==> src/rtl/cpu_step_ctrl.sv <==
// CPU clock-enable generator: debounced single-step, divided free-run and PC breakpoint halt.
// Latency: key press (first sampled low) to cpu_en is DEBOUNCE_CYCLES+3 clk cycles.
// Backpressure: none; presses arriving while an action is pending are simply dropped.
module cpu_step_ctrl #(
  parameter int DEBOUNCE_CYCLES = 500000,
  parameter int RUN_DIV         = 5000000,
  parameter int CNT_W           = 16
) (
  input  logic             clk,
  input  logic             rst,
  input  logic             key_step_n,
  input  logic             key_run_n,
  input  logic             bp_en,
  input  logic [7:0]       bp_addr,
  input  logic [7:0]       pc,
  output logic             cpu_en,
  output logic             running,
  output logic             halted,
  output logic [CNT_W-1:0] step_count
);

  localparam int DW = $clog2(DEBOUNCE_CYCLES + 1);
  localparam int VW = $clog2(RUN_DIV);
  localparam logic [DW-1:0] DB_LAST  = DW'(DEBOUNCE_CYCLES - 1);
  localparam logic [VW-1:0] DIV_LAST = VW'(RUN_DIV - 1);

  typedef enum logic [1:0] {PAUSED = 2'd0, RUN = 2'd1, BREAK = 2'd2} state_t;

  // Key index 0 is step, 1 is run/pause.
  logic [1:0]    raw;
  logic [1:0]    sync1, sync2, stable, stable_d, press, armed;
  logic [DW-1:0] dcnt [2];
  logic [1:0]    settle;
  logic          settle_done;

  state_t        state, state_nxt;
  logic [VW-1:0] div, div_nxt;
  logic          bp_skip, skip_nxt;
  logic          en_nxt;

  assign raw         = {key_run_n, key_step_n};
  assign settle_done = (settle == 2'd2);

  // Synchronise, debounce and edge-detect both keys. A key only becomes armed once the
  // synchronizer has flushed after reset and shows it released, so a key held through
  // reset is not reported until it is released and pressed again.
  always_ff @(posedge clk) begin
    if (rst) begin
      sync1    <= 2'b11;
      sync2    <= 2'b11;
      stable   <= 2'b11;
      stable_d <= 2'b11;
      press    <= 2'b00;
      armed    <= 2'b00;
      settle   <= 2'd0;
      for (int i = 0; i < 2; i++) dcnt[i] <= '0;
    end else begin
      sync1    <= raw;
      sync2    <= sync1;
      stable_d <= stable;
      if (!settle_done) settle <= settle + 2'd1;
      for (int i = 0; i < 2; i++) begin
        if (sync2[i] == stable[i]) begin
          dcnt[i] <= '0;
        end else if (dcnt[i] == DB_LAST) begin
          dcnt[i]   <= '0;
          stable[i] <= sync2[i];
        end else begin
          dcnt[i] <= dcnt[i] + DW'(1);
        end
        if (settle_done && sync2[i]) armed[i] <= 1'b1;
        press[i] <= armed[i] & stable_d[i] & ~stable[i];
      end
    end
  end

  // Mode FSM next-state and pulse decision; run press always beats step press.
  always_comb begin
    state_nxt = state;
    div_nxt   = div;
    skip_nxt  = bp_skip;
    en_nxt    = 1'b0;
    case (state)
      PAUSED: begin
        if (press[1]) begin
          state_nxt = RUN;
          div_nxt   = '0;
        end else if (press[0]) begin
          en_nxt = 1'b1;
        end
      end
      RUN: begin
        if (press[1]) begin
          state_nxt = PAUSED;
          div_nxt   = '0;
        end else if (div == DIV_LAST) begin
          div_nxt = '0;
          if (bp_en && (pc == bp_addr) && !bp_skip) begin
            state_nxt = BREAK;
          end else begin
            en_nxt   = 1'b1;
            skip_nxt = 1'b0;
          end
        end else begin
          div_nxt = div + VW'(1);
        end
      end
      BREAK: begin
        if (press[1]) begin
          state_nxt = RUN;
          div_nxt   = '0;
          skip_nxt  = 1'b1;
        end else if (press[0]) begin
          en_nxt    = 1'b1;
          state_nxt = PAUSED;
        end
      end
      default: state_nxt = PAUSED;
    endcase
  end

  // State, divider and registered outputs; status flags follow the next state.
  always_ff @(posedge clk) begin
    if (rst) begin
      state      <= PAUSED;
      div        <= '0;
      bp_skip    <= 1'b0;
      cpu_en     <= 1'b0;
      running    <= 1'b0;
      halted     <= 1'b0;
      step_count <= '0;
    end else begin
      state      <= state_nxt;
      div        <= div_nxt;
      bp_skip    <= skip_nxt;
      cpu_en     <= en_nxt;
      running    <= (state_nxt == RUN);
      halted     <= (state_nxt == BREAK);
      step_count <= step_count + {{(CNT_W-1){1'b0}}, en_nxt};
    end
  end

endmodule

==> config.mk <==
export PLATFORM = sky130hd
export DESIGN_NAME = cpu_step_ctrl
export DESIGN_NICKNAME = d
export VERILOG_FILES = /design/src/rtl/cpu_step_ctrl.sv
export SDC_FILE = /design/constraint.sdc
export NUM_CORES = 1
export LEC_CHECK = 0
export BUFFER_PORTS_ARGS = -buffer_cell sky130_fd_sc_hd__clkbuf_2
export CELL_PAD_IN_SITES_DETAIL_PLACEMENT = 0
export CELL_PAD_IN_SITES_GLOBAL_PLACEMENT = 2
export CORE_MARGIN = 2
export CORE_UTILIZATION = 40
export DETAILED_ROUTE_END_ITERATION = 16
export PLACE_DENSITY_LB_ADDON = 0.1
export RECOVER_POWER = 50
export REMOVE_ABC_BUFFERS = 1
export SYNTH_ARGS = -nofsm -noshare
export SYNTH_HDL_FRONTEND = slang
export SYNTH_SLANG_ARGS = --single-unit
==> constraint.sdc <==
create_clock -name clk -period 4.54 [get_ports clk]
set_input_delay 0.681 -clock clk [delete_from_list [all_inputs] [get_ports clk]]
set_output_delay 0.681 -clock clk [all_outputs]
set_load 0.02 [all_outputs]
## Word level (Yosys, flattened, before mapping)

Memories as Yosys holds them, arrays and structs flattened.
Index checks and enable logic that the tools add are counted.

- Latch bits: 0
- Memories: 1
- Output and inout bits: 19
- Bits in read-only memories: 0
- Memory bits (writable): 38
- Register bits: 59

Memory list:

| name | depth | bits a word | rd ports | clocked after memory_dff | write ports | line | text |
|---|---|---|---|---|---|---|---|
| dcnt | 2 | 19 | 2 | 0 | 2 | 32 | `logic [DW-1:0] dcnt [2];` |

- Bitwise operators: 14
- $lt $le $gt $ge: 0
- Add/sub/neg operators: 5
- Multiplexer cells: 52
- Div/mod/pow operators: 0
- Reduce and logical (&&, ||, !) cells: 13
- Eq/ne operators: 16
- Multiply operators: 0
- Shifts and indexed selects: 0

Operator list:

| kind | number |
|---|---|
| 19-bit two-way mux | 6 |
| 23-bit two-way mux | 3 |
| 23-bit case mux with 2 select lines | 1 |
| 19-bit by 1-bit adder with 19-bit output (second input constant) | 2 |
| 19-bit equality test (second input constant) | 2 |
| 1-bit two-way mux | 33 |
| 23-bit by 1-bit adder with 23-bit output (second input constant) | 1 |
| 23-bit equality test (second input constant) | 1 |
| 16-bit by 1-bit adder with 16-bit output | 1 |
| 2-bit two-way mux | 6 |
| 8-bit equality test | 1 |
| 2-bit inequality test (second input constant) | 4 |
| 2-bit equality test (second input constant) | 3 |
| 1-bit OR | 6 |
| 2-bit case mux with 3 select lines | 1 |
| 2-bit AND reduction | 3 |
| 5-bit AND reduction | 1 |
| 1-bit bitwise AND | 4 |
| 2-bit by 1-bit equality test with 1-bit output (second input constant) | 2 |
| 1-bit logical AND | 4 |
| 1-bit inverter | 4 |
| 1-bit case mux with 2 select lines | 2 |
| 2-bit nonzero test | 2 |
| 2-bit by 1-bit adder with 2-bit output (second input constant) | 1 |
| other kinds (5) | 6 |

## Logic depth before layout (Yosys ltp)

- Word-level depth: 8
- Depth in mapped cells: 13

## Worst setup path before layout

OpenSTA, ideal clock, no wires.

- Path kind: reg2reg
- Start: reg div[15]
- End: reg step_count[12]
- Setup time: 0.128 ns
- Arrival time: 2.655 ns
- Data required time: 4.412 ns
- Slack: 1.757 ns
- Stages on the path, launching flop included: 14
- Cell sequence: dfxtp_1 > buf_6 > or4b_4 > nor4_4 > and2_1 > nand3_1 > nand2_1 > ha_1 > ha_1 > nand3_1 > nor3_1 > nand2_1 > xor2_1 > nor2_1

- Cells in the longest elaborated chain, start to end: 5

Ends and longest elaborated chain:

| item | line | text |
|---|---|---|
| start, declared | 37 | `logic [VW-1:0] div, div_nxt;` |
| start signal, assigned | 134 | `div <= div_nxt;` |
| 23-bit equality test | 96 | `end else if (div == DIV_LAST) begin` |
| 1-bit two-way mux | 96 |  |
| 1-bit two-way mux | 93 | `if (press[1]) begin` |
| 1-bit case mux with 2 select lines | 83 | `case (state)` |
| named net en_nxt | 39 | `logic en_nxt;` |
| 16-bit by 1-bit adder with 16-bit output | 139 | `step_count <= step_count + {{(CNT_W-1){1'b0}}, en_nxt};` |
| end signal, assigned | 139 |  |
| end, declared | 19 | `output logic [CNT_W-1:0] step_count` |

The timed path passes the listed nets, and every way through them passes these cells.
A chain may end at the register's enable or synchronous reset.

## Worst setup path in the final report

- Start: reg div[0]
- End: reg step_count[14]

Same word-level chain as after synthesis.

==> impl_results.md <==
- Outcome: finished, violations left
- Failing checks: max-capacitance violations, max-slew violations
- Hold endpoint: sync2[1]
- Final WL: between 9000 and 10000 um
- Setup tns final: 0 ns
- I/O pin count: 40
- Most area-consuming cells after synthesis: dfxtp_1 25%, edfxtp_1 24%, nor2_1 6.6%
- # hold bufs at CTS: 0
- Die H: approximately 110 um
- NetSw: 410 uW
- Synth cell count leaders: 82 x nor2_1, 59 x dfxtp_1, 38 x edfxtp_1, 38 x nand3_1, 36 x nand2_1
- Avg Cell Area, Syn: about 9.4 sq um
- Critical Path RT: ~4.7 ns
- Synth warn: 0
- DRC viols: 0
- Non-filler cells, final: slightly above 700
- Met2 WL: 4060 um
- # port buffers: 39
- Root Buffer: clkbuf_16
- Clock sink total: 97
- Share of flip-flops with an asynchronous set or reset: 0%
- Router iterations before antenna repair: 4
- Max cap viols: 1
- Worst Setup End Kind: flop
- Max-Slew Margin vs Limit: -20.7%
- Comb pwr share: under 10%
- Via density: 4.99
- First-pass GRT wire length: 15900 um
- WL met1: roughly 4700 um
- Least-Margin Pin Slew: 1.81 ns
- Avg WL per Cell: around 13 um
- Hold_ws: between 0.4 and 0.5 ns
- RR Startpoint: div[0]
- Post-synth EDFFs: 38
- PD cells: approximately 330 nW/um^2
- Ant diodes: 0
- Sequential area share after synthesis: roughly half
- Fillers: 1151
- GPL Wtd Cong: approximately 0.80
- Share of cells above drive strength 1: 8.29%
- Peak supply drop: between 150 and 200 uV
- Setup Buffers After CTS: 0
- Int Pwr: between 1000 and 1500 uW
- HP Class: flop to flop
- Largest area contributor in the netlist: dfxtp_1
- Placed cells: 705
- Top-count cell post-synth: nor2_1
- H-tree Lvls: 3
- Worst-path fanout max: 5
- Clk slew on worst S/H paths: 0.07 ns
- Dpl hpwl: ~6500 um
- Layout area overhead: 15.3%
- Post-Route Utilization: about 47%
- Top cell type's share of synthesized area: between 20% and 30%
- Clock Latency Late Sink: 0.34 ns
- Gr usage total: between 15 and 20%
- R2R setup slack: 1.32 ns
- Pin count of the biggest net entering global routing: 45
- Leakage: 0.00186 uW
- RSZ-0062 raised after global routing: no
- Max Used Layer: met4
- Final period util: between 70% and 80%
- WL met3: roughly 310 um
- Clock Power Share: ~41%
- Worst setup path startpoint: div[0]
- CP Class: flop to flop
- Post-route ant nets: 0
- Site row count: 39
- CP arrival: about 3.4 ns
- Die width: 112 um
- Fmax: 310 MHz
- Worst Hold Path Cells: 1
- CTS buffer count: 9
- Post-Syn Area: approximately 4700 sq um
- #FFs+latches synth: 97
- Setup Skew: 0.00612 ns
- Crit path launch type: flop
- Initial antenna violation count: 0
- Slew Viols, Final: 45
- Synth unique cells: 49
- Post-layout min period: approximately 3.2 ns
- Core box area: roughly 11000 sq um
- CTS Buffer Depth: 2
- Final-report hold violation count: 0
- Via count of the first global-routing pass: 3444
- Post_cts resized: 0
- Post-Syn Instances: 498
- Total power: around 1800 uW
- Via count: about 3600
- Main synth FF type: dfxtp_1
- NumNets Final: roughly 600
- Die footprint: between 10000 and 15000 sq um
- Sw Ratio: 22.9%
- Initial Utilization: 41.0%
- FF-to-FF path depth: 13
- Reg-to-Reg End: step_count[14]
- Final setup violating endpoints: 0
- HP Start: sync1[1]
- Gr ovfl total: 0
- Seq pwr share: between 50% and 60%
- Drt initial violations: 164
- CTS tree: yes
==> registers in the layout, summed over array words and instances (netlist names), 2 cells and up <==
signal and cells:
state 2, div 23, sync2 2, settle 2, stable_d 2, armed 2
step_count 16, dcnt 38, stable 2, press 2, sync1 2
==> logic make-up after synthesis <==
kind of cell               count (synthesis)  share of synthesized area [%]
buffers and inverters                     29                           2.78
AOI/OAI and AO/OA                         50                           6.70
and+or+nand+nor                          251                           27.2
other                                      1                         0.0801
DFF                                       97                           49.6
muxes                                      4                          0.855
xor gates and xnor gates                  60                           11.2
adders and majority gates                  6                           1.60
==> critical path: stages, from the launching register on <==
cell and delay [ns]:
dfxtp_1 0.40, ha_1 0.24, nand4_1 0.24, nor4_2 0.52, and2_1 0.26, nand3_1 0.12
nand2_1 0.11, ha_1 0.19, ha_1 0.19, nand3_1 0.18, nor3_1 0.30, nand2_1 0.10
xor2_1 0.13, nor2_1 0.06
==> per-layer routing <==
layer / vias to the layer above / global-route usage, %
li1: 1875 / -
met1: 1665 / 21.0
met2: 51 / 23.9
met3: 14 / 2.70
met4: 0 / 6.59
met5: - / 0
==> power groups by stage <==
stage | registers, uW | clock network (uW) | logic, uW
after global routing | 965 | 803 | 115
final | 960 | 736 | 97.9
after detailed placement | 980 | 0 | 98.8
after floorplan | 974 | 0 | 70.8
after global placement | 979 | 0 | 97.7
after CTS | 960 | 766 | 99.9
==> worst max path at each step <==
stage	end	slack [ns]
global route	step_count[14]	0.93
floorplan	step_count[12]	1.80
detailed placement	step_count[14]	1.38
CTS	step_count[14]	1.36
global placement	step_count[14]	1.47
finish	step_count[14]	1.32
==> layout make-up <==
cell class | count | area (sq um) | area share, %
Timing Repair Buffer | 42 | 183 | 3.38
Multi-Input combinational cell | 409 | 2370 | 43.9
Tap cell | 143 | 179 | 3.31
Clock inverter | 6 | 38.8 | 0.718
Clock buffer | 10 | 250 | 4.63
Inverter | 15 | 56.3 | 1.04
Sequential cell | 97 | 2320 | 43.0
==> per-stage QoR <==
stage	worst slack (ns)	instance area (sq um)
floorplan	1.80	4750
global placement	1.47	5140
detailed placement	1.38	5140
CTS	1.36	5430
global route	0.926	5400
finish	1.32	5400
==> layout by cell type, fill, tap and decap left out, drive strengths merged, types with 2 or more instances in the layout <==
cell	n
a211o	2
a21oi	19
a31oi	10
a41oi	2
and2	6
and3	6
and4	3
clkbuf	52
clkinv	3
conb	38
dfxtp	59
edfxtp	38
ha	6
inv	17
mux2i	4
nand2	36
nand2b	7
nand3	38
nand4	16
nor2	82
nor2b	5
nor3	18
nor3b	3
nor4	12
nor4b	2
o21ai	7
o31ai	3
or2	6
or3	3
or4	2
or4b	4
xnor2	27
xor2	33
(Power assumes the default switching activity.)
